===== src/rtl/uart_pkg.sv =====
`default_nettype none
// +--------------------------------------------------------------------+
// | Module      : uart_pkg                                             |
// | Description : Shared UART frame definitions (state encodings,      |
// |               data width, parity seed) for transmitter/receiver.   |
// | Revision    : 1.0  initial release                                 |
// +--------------------------------------------------------------------+
package uart_pkg;

  // Receiver/transmitter frame phases
  typedef enum logic [2:0] {
    ST_IDLE   = 3'd0,
    ST_START  = 3'd1,
    ST_DATA   = 3'd2,
    ST_PARITY = 3'd3,
    ST_STOP   = 3'd4
  } uart_state_e;

  localparam int   FRAME_DATA_BITS = 8;
  // Seed for the running parity accumulator (even parity)
  localparam logic PARITY_EVEN     = 1'b0;

endpackage : uart_pkg
`default_nettype wire


===== src/rtl/uart_rx_sync.sv =====
`default_nettype none
// +--------------------------------------------------------------------+
// | Module      : uart_rx_sync                                         |
// | Description : Two-flop synchronizer for the serial line plus a     |
// |               delayed copy used for falling-edge detection.        |
// | Revision    : 1.0  initial release                                 |
// +--------------------------------------------------------------------+
module uart_rx_sync (
  input  logic clk,
  input  logic rst,
  input  logic rx_i,
  output logic rx_s_o,
  output logic fall_edge_o
);

  logic meta_q;
  logic sync_q;
  logic prev_q;

  // Resynchronise rx; all flops reset to 1 so an idle line never looks like an edge
  always_ff @(posedge clk or posedge rst) begin
    if (rst) begin
      meta_q <= 1'b1;
      sync_q <= 1'b1;
      prev_q <= 1'b1;
    end else begin
      meta_q <= rx_i;
      sync_q <= meta_q;
      prev_q <= sync_q;
    end
  end

  assign rx_s_o      = sync_q;
  assign fall_edge_o = prev_q & ~sync_q;

endmodule : uart_rx_sync
`default_nettype wire


===== src/rtl/uart_rx.sv =====
`default_nettype none
// +--------------------------------------------------------------------+
// | Module      : uart_rx                                              |
// | Description : UART receiver, 8 data bits LSB first, even parity,   |
// |               one stop bit. Centre-samples each bit and reports    |
// |               every byte with a one-cycle valid pulse.             |
// | Revision    : 1.0  initial release                                 |
// +--------------------------------------------------------------------+
module uart_rx
  import uart_pkg::*;
#(
  parameter int CLKS_PER_BIT = 16
) (
  input  logic                       clk,
  input  logic                       rst,
  input  logic                       rx_i,
  output logic [FRAME_DATA_BITS-1:0] dataout_o,
  output logic                       valid_o,
  output logic                       parity_err_o,
  output logic                       frame_err_o,
  output logic                       busy_o
);

  localparam int HALF_BIT = CLKS_PER_BIT / 2;
  localparam int CNT_W    = $clog2(CLKS_PER_BIT);

  localparam logic [CNT_W-1:0] CNT_BIT_LAST  = CNT_W'(CLKS_PER_BIT - 1);
  localparam logic [CNT_W-1:0] CNT_HALF_LAST = CNT_W'(HALF_BIT - 1);
  localparam logic [2:0]       BIT_IDX_LAST  = 3'(FRAME_DATA_BITS - 1);

  logic rx_s;
  logic fall_edge;

  uart_state_e                state_q,      state_d;
  logic [CNT_W-1:0]           cnt_q,        cnt_d;
  logic [2:0]                 bit_idx_q,    bit_idx_d;
  logic [FRAME_DATA_BITS-1:0] shift_q,      shift_d;
  logic                       par_q,        par_d;
  logic                       perr_q,       perr_d;
  logic [FRAME_DATA_BITS-1:0] dataout_q,    dataout_d;
  logic                       valid_q,      valid_d;
  logic                       parity_err_q, parity_err_d;
  logic                       frame_err_q,  frame_err_d;
  logic                       busy_q,       busy_d;

  uart_rx_sync u_sync (
    .clk         (clk),
    .rst         (rst),
    .rx_i        (rx_i),
    .rx_s_o      (rx_s),
    .fall_edge_o (fall_edge)
  );

  // State, counters, datapath and output registers
  always_ff @(posedge clk or posedge rst) begin
    if (rst) begin
      state_q      <= ST_IDLE;
      cnt_q        <= '0;
      bit_idx_q    <= '0;
      shift_q      <= '0;
      par_q        <= PARITY_EVEN;
      perr_q       <= 1'b0;
      dataout_q    <= '0;
      valid_q      <= 1'b0;
      parity_err_q <= 1'b0;
      frame_err_q  <= 1'b0;
      busy_q       <= 1'b0;
    end else begin
      state_q      <= state_d;
      cnt_q        <= cnt_d;
      bit_idx_q    <= bit_idx_d;
      shift_q      <= shift_d;
      par_q        <= par_d;
      perr_q       <= perr_d;
      dataout_q    <= dataout_d;
      valid_q      <= valid_d;
      parity_err_q <= parity_err_d;
      frame_err_q  <= frame_err_d;
      busy_q       <= busy_d;
    end
  end

  // Frame FSM: next state, bit-timing counter and sampled-data updates
  always_comb begin
    state_d      = state_q;
    cnt_d        = cnt_q;
    bit_idx_d    = bit_idx_q;
    shift_d      = shift_q;
    par_d        = par_q;
    perr_d       = perr_q;
    dataout_d    = dataout_q;
    valid_d      = 1'b0;
    parity_err_d = parity_err_q;
    frame_err_d  = frame_err_q;
    busy_d       = busy_q;

    unique case (state_q)
      ST_IDLE: begin
        cnt_d = '0;
        // Only a 1->0 transition starts a frame; a line parked low is ignored
        if (fall_edge) begin
          busy_d  = 1'b1;
          state_d = ST_START;
        end
      end

      ST_START: begin
        if (cnt_q == CNT_HALF_LAST) begin
          cnt_d = '0;
          if (rx_s) begin
            // Line back high at start centre: a glitch, not a frame
            busy_d  = 1'b0;
            state_d = ST_IDLE;
          end else begin
            bit_idx_d = '0;
            par_d     = PARITY_EVEN;
            state_d   = ST_DATA;
          end
        end else begin
          cnt_d = cnt_q + 1'b1;
        end
      end

      ST_DATA: begin
        if (cnt_q == CNT_BIT_LAST) begin
          cnt_d              = '0;
          shift_d[bit_idx_q] = rx_s;
          par_d              = par_q ^ rx_s;
          if (bit_idx_q == BIT_IDX_LAST) begin
            state_d = ST_PARITY;
          end else begin
            bit_idx_d = bit_idx_q + 3'd1;
          end
        end else begin
          cnt_d = cnt_q + 1'b1;
        end
      end

      ST_PARITY: begin
        if (cnt_q == CNT_BIT_LAST) begin
          cnt_d   = '0;
          perr_d  = rx_s ^ par_q;
          state_d = ST_STOP;
        end else begin
          cnt_d = cnt_q + 1'b1;
        end
      end

      ST_STOP: begin
        if (cnt_q == CNT_BIT_LAST) begin
          // Deliver the byte even on a bad stop bit; leave at stop centre
          // so a following start edge is caught without an idle bit
          cnt_d        = '0;
          dataout_d    = shift_q;
          valid_d      = 1'b1;
          parity_err_d = perr_q;
          frame_err_d  = ~rx_s;
          busy_d       = 1'b0;
          state_d      = ST_IDLE;
        end else begin
          cnt_d = cnt_q + 1'b1;
        end
      end

      default: begin
        cnt_d   = '0;
        busy_d  = 1'b0;
        state_d = ST_IDLE;
      end
    endcase
  end

  assign dataout_o    = dataout_q;
  assign valid_o      = valid_q;
  assign parity_err_o = parity_err_q;
  assign frame_err_o  = frame_err_q;
  assign busy_o       = busy_q;

endmodule : uart_rx
`default_nettype wire


===== config.mk =====
export PLATFORM = sky130hd
export DESIGN_NAME = uart_rx
export DESIGN_NICKNAME = d
export VERILOG_FILES = /design/src/rtl/uart_pkg.sv /design/src/rtl/uart_rx_sync.sv /design/src/rtl/uart_rx.sv
export SDC_FILE = /design/constraint.sdc
export NUM_CORES = 1
export LEC_CHECK = 0
export ABC_AREA = 1
export BUFFER_PORTS_ARGS = -buffer_cell sky130_fd_sc_hd__buf_4
export CORE_ASPECT_RATIO = 1.75
export CORE_MARGIN = 3
export CORE_UTILIZATION = 50
export DETAILED_ROUTE_END_ITERATION = 6
export PLACE_DENSITY = 0.74
export SETUP_SLACK_MARGIN = 0.2
export SYNTH_ARGS = -nofsm -noshare
export SYNTH_HDL_FRONTEND = slang
export SYNTH_SLANG_ARGS = --single-unit
export TNS_END_PERCENT = 30

===== constraint.sdc =====
create_clock -name clk -period 1.6 [get_ports clk]
set_input_delay 0.08 -clock clk [delete_from_list [all_inputs] [get_ports clk]]
set_output_delay 0.08 -clock clk [all_outputs]
set_load 0.02 [all_outputs]

==> results of run 1 <==
cells in the final DEF, fill, tap and decap left out, types with 4 or more instances in the layout:
cell	synthesis	final
nand2_1	54	52
dfrtp_1	32	30
buf_4	1	23
nand3_1	18	18
nor2_1	17	13
o21ai_0	14	12
inv_1	11	9
o21ai_1	7	9
nand2_2	4	6
clkbuf_8	0	6
nor2_2	2	5
nor2_4	3	4
through the flow:
stage	utilization (%)	setup slack, ns
after floorplan	-	0.2241
after detailed placement	57.47	0.05651
after global routing	64.20	0.07370
after global placement	57.47	0.1725
after CTS	61.61	0.2101
final	64.20	0.2357
where the power goes:
| group | internal (mW) | switching [mW] | leakage (nW) |
|---|---|---|---|
| clock | 0.347 | 0.305 | 0.0482 |
| combinational | 0.323 | 0.544 | 0.487 |
| sequential | 0.991 | 0.117 | 0.468 |
| total | 1.66 | 0.967 | 1.00 |
layout make-up:
| type | count | area, um2 | area share, % |
|---|---|---|---|
| clock buffer | 7 | 86.33 | 4.280 |
| sequential | 35 | 882.1 | 43.73 |
| tap | 43 | 53.80 | 2.667 |
| multi-input combinational | 136 | 744.5 | 36.91 |
| clock inverter | 1 | 5.005 | 0.2481 |
| inverter | 13 | 52.55 | 2.605 |
| timing repair buffer | 25 | 192.7 | 9.553 |
worst max path at each step:
stage	slack [ns]	to
after floorplan	0.22	bit_idx_q[0]$_DFFE_PP0P_
after global placement	0.17	bit_idx_q[0]$_DFFE_PP0P_
after detailed placement	0.06	bit_idx_q[0]$_DFFE_PP0P_
after CTS	0.21	bit_idx_q[0]$_DFFE_PP0P_
after global routing	0.07	state_q[1]$_DFFE_PP0P_
final	0.24	bit_idx_q[0]$_DFFE_PP0P_
per-layer routing:
layer	wire [um]	up-vias	global-route usage, %
li1	-	667	-
met1	1188	644	17.04
met2	1895	33	34.01
met3	125	11	4.900
met4	121	0	14.40
met5	0	-	0
registers in the layout, summed over array words and instances, names as in the netlist:
name / flops
u_sync.prev_q: 1
dataout_o: 8
busy_o: 1
frame_err_o: 1
perr_q: 1
parity_err_o: 1
shift_q: 8
bit_idx_q: 3
par_q: 1
cnt_q: 4
u_sync.meta_q: 1
u_sync.rx_s_o: 1
valid_o: 1
state_q: 3
logic make-up after synthesis:
kind of cell / count (synthesis) / synth area share [%]
simple gates: 106 / 30.42
xor+xnor: 2 / 1.062
buf+inv: 17 / 5.008
fa+ha+maj: 3 / 2.276
flops: 35 / 53.34
compound gates: 25 / 7.891
repair_timing:
action,CTS,global route
buffers inserted,2,3
gates resized for setup,3,15
setup endpoints to repair,15,26
endpoints found under the hold margin,33,0
hold buffers,2,0
pin swaps,1,6
==> results.tsv, run 1 <==
stage	metric	value	unit
status	run_status	finished, final reports clean	
synth	ys.flop_type	dfrtp_1	
global_routing	grt_pass1_wl	5554	um
critical_path	startpoint	cnt_q[1]$_DFF_PP0_	
sta	finalSetupViolCount	0	
synth	synth_edf_count	0	
synth	netlist_top_cells_count	nand2_1, dfrtp_1, nand3_1	
synth	netlist.area_leader.share	48.56	%
global_routing	track_usage	18.50	%
floorplan	num_rows	27	
critical_path	crit_chain	ha_4, nand3_4, o21ai_1, nand3_1, nand2_1, nand2_1	
routing	drtAntennaViolNets	0	
critical_path	cpPeakStageDelay	0.41	ns
sta	slew-limit-headroom	71.61	%
routing	wl_per_cell	12.81	um
critical_path	critPathKind	reg2reg	
routing	drt_iter0_drc	42	
critical_path	rrSetupSlack	0.24	ns
clocking	cts_buffer_depth	2	
routing	drc	0	
sta	worst_pin_slew	0.4259	ns
floorplan	die_area	4050	um2
hold_path	min_path_type	reg2reg	
clocking	cts-root-buf	clkbuf_8	
power_and_ir_drop	power_leakage	1.003	nW
sta	rsz0062_at_grt	yes	
layout	area_growth	22.31	%
sta	clock_skew	0.006618	ns
global_routing	grt_pass1_vias	1341	
sta	holdWs	0.3557	ns
sta	period_share	85.27	%
synth	ys.warnings.count	0	
critical_path	r2r-start	cnt_q[1]$_DFF_PP0_	
floorplan	die_x	49.41	um
layout	antenna_cells_inserted	0	
critical_path	reg2reg_depth	6	
layout	final_cells	260	
synth	syn-mean-instance-area	8.772	um2
placement	place_area	1805	um2
clocking	cts_htree_levels	2	
routing	first_pass_iters	4	
critical_path	start_kind	register	
clocking	numCtsBuffers	5	
critical_path	path_depth	6	
sta	fin_crit	1.364	ns
synth	synth_most_common_cell	nand2_1	
sta	slew_violations	0	
floorplan	dieHeight	81.97	um
run	maxCapViolCount	0	
synth	synth.cell_area	1649	um2
global_routing	grt_overflow	0	
floorplan	core_region_area	3142	um2
clocking	cts_tree	done	
power_and_ir_drop	power	2.627	mW
placement	port_buffers	14	
synth	ys_ff_latch	35	
synth	syn_inst	188	
hold_path	worstHoldStart	u_sync.meta_q$_DFF_PP1_	
layout	fillers	281	
placement	hpwl	2346	um
synth	ys_types	26	
clocking	path_clk_slew	0.06	ns
floorplan	start_util	52.49	%
layout	final_area	2017	um2
global_routing	grt_max_degree	36	
clocking	cts_sinks	35	
critical_path	crit_path_frequent_cell	nand2_1	
synth	syn-num-nets	194	
sta	fin_setup_tns	0	ns
placement	gp_congestion	0.8836	
routing	vias	1355	
sta	timing.fmax	733.0	MHz
layout	layout.nets	222	
hold_path	holdPathStages	0	
critical_path	critPathBufInv	0	
hold_path	hold_path_end	u_sync.rx_s_o$_DFF_PP1_	
sta	report.final.hold_viol_count	0	
critical_path	crit_required	1.77	ns
routing	viasPerCell	5.212	
critical_path	r2r-end	bit_idx_q[0]$_DFFE_PP0P_	
synth	synth.largest_area_cell	dfrtp_1	
placement	place_inst	245	
critical_path	cpLargestDelayFamily	simple AND/OR/NAND/NOR gates	
critical_path	critPathMaxFanout	8	
clocking	clock_latency	0.29	ns
routing	routed_wl	3330	um
critical_path	cp.arrival	1.54	ns
power_and_ir_drop	ir_worst_vdd	0.0008248	V
global_routing	antenna_found_initial	0	
synth	seq_area_frac_synth	53.34	%
synth	async_flop_share	100.0	%
critical_path	cp_slowest_cell	dfrtp_1	
synth	synth_area_leaders	dfrtp_1, nand2_1, nand3_1, dfstp_2, o21ai_0	
power_and_ir_drop	power-per-cell-area	1303	nW/um2
floorplan	io_pins	15	
layout	drive_above_1_share	27.65	%
critical_path	cp-end-kind	register	
Note: power is estimated with default switching activity, not from simulation.
==> run 2, diff against run 1 <==
--- a/config.mk
+++ b/config.mk
@@ -9,9 +9,10 @@
 export BUFFER_PORTS_ARGS = -buffer_cell sky130_fd_sc_hd__buf_4
 export CORE_ASPECT_RATIO = 1.75
 export CORE_MARGIN = 3
-export CORE_UTILIZATION = 50
+export CORE_UTILIZATION = 40
+export CTS_BUF_LIST = sky130_fd_sc_hd__clkbuf_8 sky130_fd_sc_hd__clkbuf_16
 export DETAILED_ROUTE_END_ITERATION = 6
-export PLACE_DENSITY = 0.74
+export PLACE_DENSITY = 0.62
 export SETUP_SLACK_MARGIN = 0.2
 export SYNTH_ARGS = -nofsm -noshare
 export SYNTH_HDL_FRONTEND = slang
==> run 2 against run 1 <==
Against the previous run:
- count of clock-buffer cells in the layout down 2
- cell count is 2.3% higher
- global-route usage down 2.9 points
- sequential cell count is the same
- critical path depth increased by 2
- clock skew fell by 0.0020 ns
- largest power group unchanged
- maximum frequency increased by 0.49%
- critical path type unchanged
- total power fell by 4.1%
- sequential share of layout area is 0.18 points higher
- non-clock buffer count increased by 1
- combinational power down 6.2%
- setup slack better by 0.0067 ns
==> results.tsv, run 2 (synthesized netlist as in run 1, its figures left out) <==
stage	metric	value	unit
status	run_status	finished, final reports clean	
floorplan	num_rows	30	
global_routing	grt_overflow	0	
floorplan	die_x	54.54	um
clocking	cts-root-buf	clkbuf_8	
layout	drive_above_1_share	29.36	%
critical_path	critPathKind	reg2reg	
critical_path	crit_chain	ha_2, ha_2, nand3b_1, nand2_1, nand2_2, nand2_2, nand2_1, nand2_1	
routing	drt_iter0_drc	29	
floorplan	die_area	4959	um2
floorplan	dieHeight	90.94	um
routing	vias	1302	
floorplan	io_pins	15	
sta	timing.fmax	736.6	MHz
routing	drtAntennaViolNets	0	
power_and_ir_drop	power-per-cell-area	1251	nW/um2
routing	first_pass_iters	4	
sta	worst_pin_slew	0.4346	ns
routing	routed_wl	3209	um
sta	rsz0062_at_grt	yes	
placement	gp_congestion	0.7605	
sta	slew_violations	0	
clocking	cts_htree_levels	2	
critical_path	critPathBufInv	0	
clocking	clock_latency	0.29	ns
layout	area_growth	22.15	%
critical_path	cp-end-kind	register	
critical_path	cp.arrival	1.58	ns
clocking	numCtsBuffers	5	
placement	place_inst	251	
placement	hpwl	2312	um
global_routing	track_usage	15.56	%
sta	finalSetupViolCount	0	
routing	viasPerCell	4.895	
hold_path	min_path_type	reg2reg	
global_routing	antenna_found_initial	0	
power_and_ir_drop	power_leakage	1.012	nW
critical_path	critPathMaxFanout	3	
sta	fin_crit	1.358	ns
power_and_ir_drop	ir_worst_vdd	0.0008134	V
routing	drc	0	
layout	layout.nets	223	
global_routing	grt_pass1_wl	5637	um
placement	port_buffers	14	
floorplan	start_util	41.84	%
critical_path	cpPeakStageDelay	0.41	ns
layout	antenna_cells_inserted	0	
critical_path	crit_path_frequent_cell	nand2_1	
critical_path	cp_slowest_cell	dfrtp_2	
clocking	cts_buffer_depth	2	
global_routing	grt_pass1_vias	1309	
critical_path	start_kind	register	
sta	fin_setup_tns	0	ns
critical_path	crit_required	1.82	ns
run	maxCapViolCount	0	
floorplan	core_region_area	3941	um2
clocking	path_clk_slew	0.07	ns
sta	slew-limit-headroom	71.03	%
sta	clock_skew	0.004650	ns
layout	final_common_cell	nand2_1	
critical_path	cpLargestDelayFamily	simple AND/OR/NAND/NOR gates	
routing	wl_per_cell	12.06	um
sta	period_share	84.85	%
layout	final_cells	266	
sta	report.final.hold_viol_count	0	
layout	layout_common_cells	nand2_1, dfrtp_1, buf_4	
clocking	cts_tree	done	
global_routing	grt_max_degree	36	
clocking	cts_sinks	35	
-- run 2: timing repair --
item                       CTS  global route
hold endpoints to repair    33             0
buffers inserted             3             2
resized for setup            5            16
hold buffers                 2             0
setup endpoints to repair   20            28
pin swaps                    2             5
-- run 2: per-layer routing --
| metal | GRT usage, % | share of wire [%] | wire, um | vias to the layer above |
|---|---|---|---|---|
| met5 | 0 | 0 | 0 | - |
| met4 | 8.108 | 2.1 | 68 | 0 |
| met3 | 3.448 | 3.0 | 97 | 6 |
| met2 | 26.30 | 54 | 1726 | 17 |
| met1 | 17.07 | 41 | 1318 | 610 |
| li1 | - | - | - | 669 |
-- run 2: worst register-to-register path, delay by kind of cell, from the launching register on --
kind	cells	cell delay, ns
adder cells (fa/ha/maj)	2	0.36
AND/OR/NAND/NOR	6	0.52
flip-flops	1	0.41
-- run 2: cell type report --
type	instances	area, um2
clock buffer	5	68.82
clock inverter	3	15.01
sequential	35	884.6
inverter	13	48.80
multi-input combinational	136	733.2
fill	402	1927
tap	48	60.06
timing repair buffer	26	203.9
-- run 2: through the flow --
step | utilization, % | setup slack (ns) | area (um2) | hold WS [ns] | total power, mW
5_1_grt | 51.11 | 0.1576 | 2014 | 0.3600 | 2.725
3_5_place_dp | 46.16 | 0.09759 | 1819 | 0.1893 | 1.828
4_1_cts | 49.56 | 0.2069 | 1953 | 0.3595 | 2.478
3_3_place_gp | 46.16 | 0.1315 | 1819 | 0.1883 | 1.816
6_report | 51.11 | 0.2423 | 2014 | 0.3579 | 2.521
2_1_floorplan | - | 0.2241 | 1650 | 0.08448 | 1.677
-- run 2: final timing paths --
kind / endpoint / startpoint / cells after the start / slack [ns]
setup / recovery: state_q[0]$_DFFE_PP0P_ / bit_idx_q[0]$_DFFE_PP0P_ / 8 / 0.24
hold / removal: u_sync.rx_s_o$_DFF_PP1_ / u_sync.meta_q$_DFF_PP1_ / 0 / 0.36
setup reg to reg: state_q[0]$_DFFE_PP0P_ / bit_idx_q[0]$_DFFE_PP0P_ / 8 / 0.24
hold reg to reg: u_sync.rx_s_o$_DFF_PP1_ / u_sync.meta_q$_DFF_PP1_ / 0 / 0.36
max in group asynchronous: u_sync.rx_s_o$_DFF_PP1_ / rst / 4 / 0.80
min in group asynchronous: bit_idx_q[2]$_DFFE_PP0P_ / rst / 4 / 0.46
-- run 2: power by group --
part | switching (mW) | internal [mW]
Sequential | 0.107 | 0.991
Combinational | 0.498 | 0.315
Clock | 0.312 | 0.297
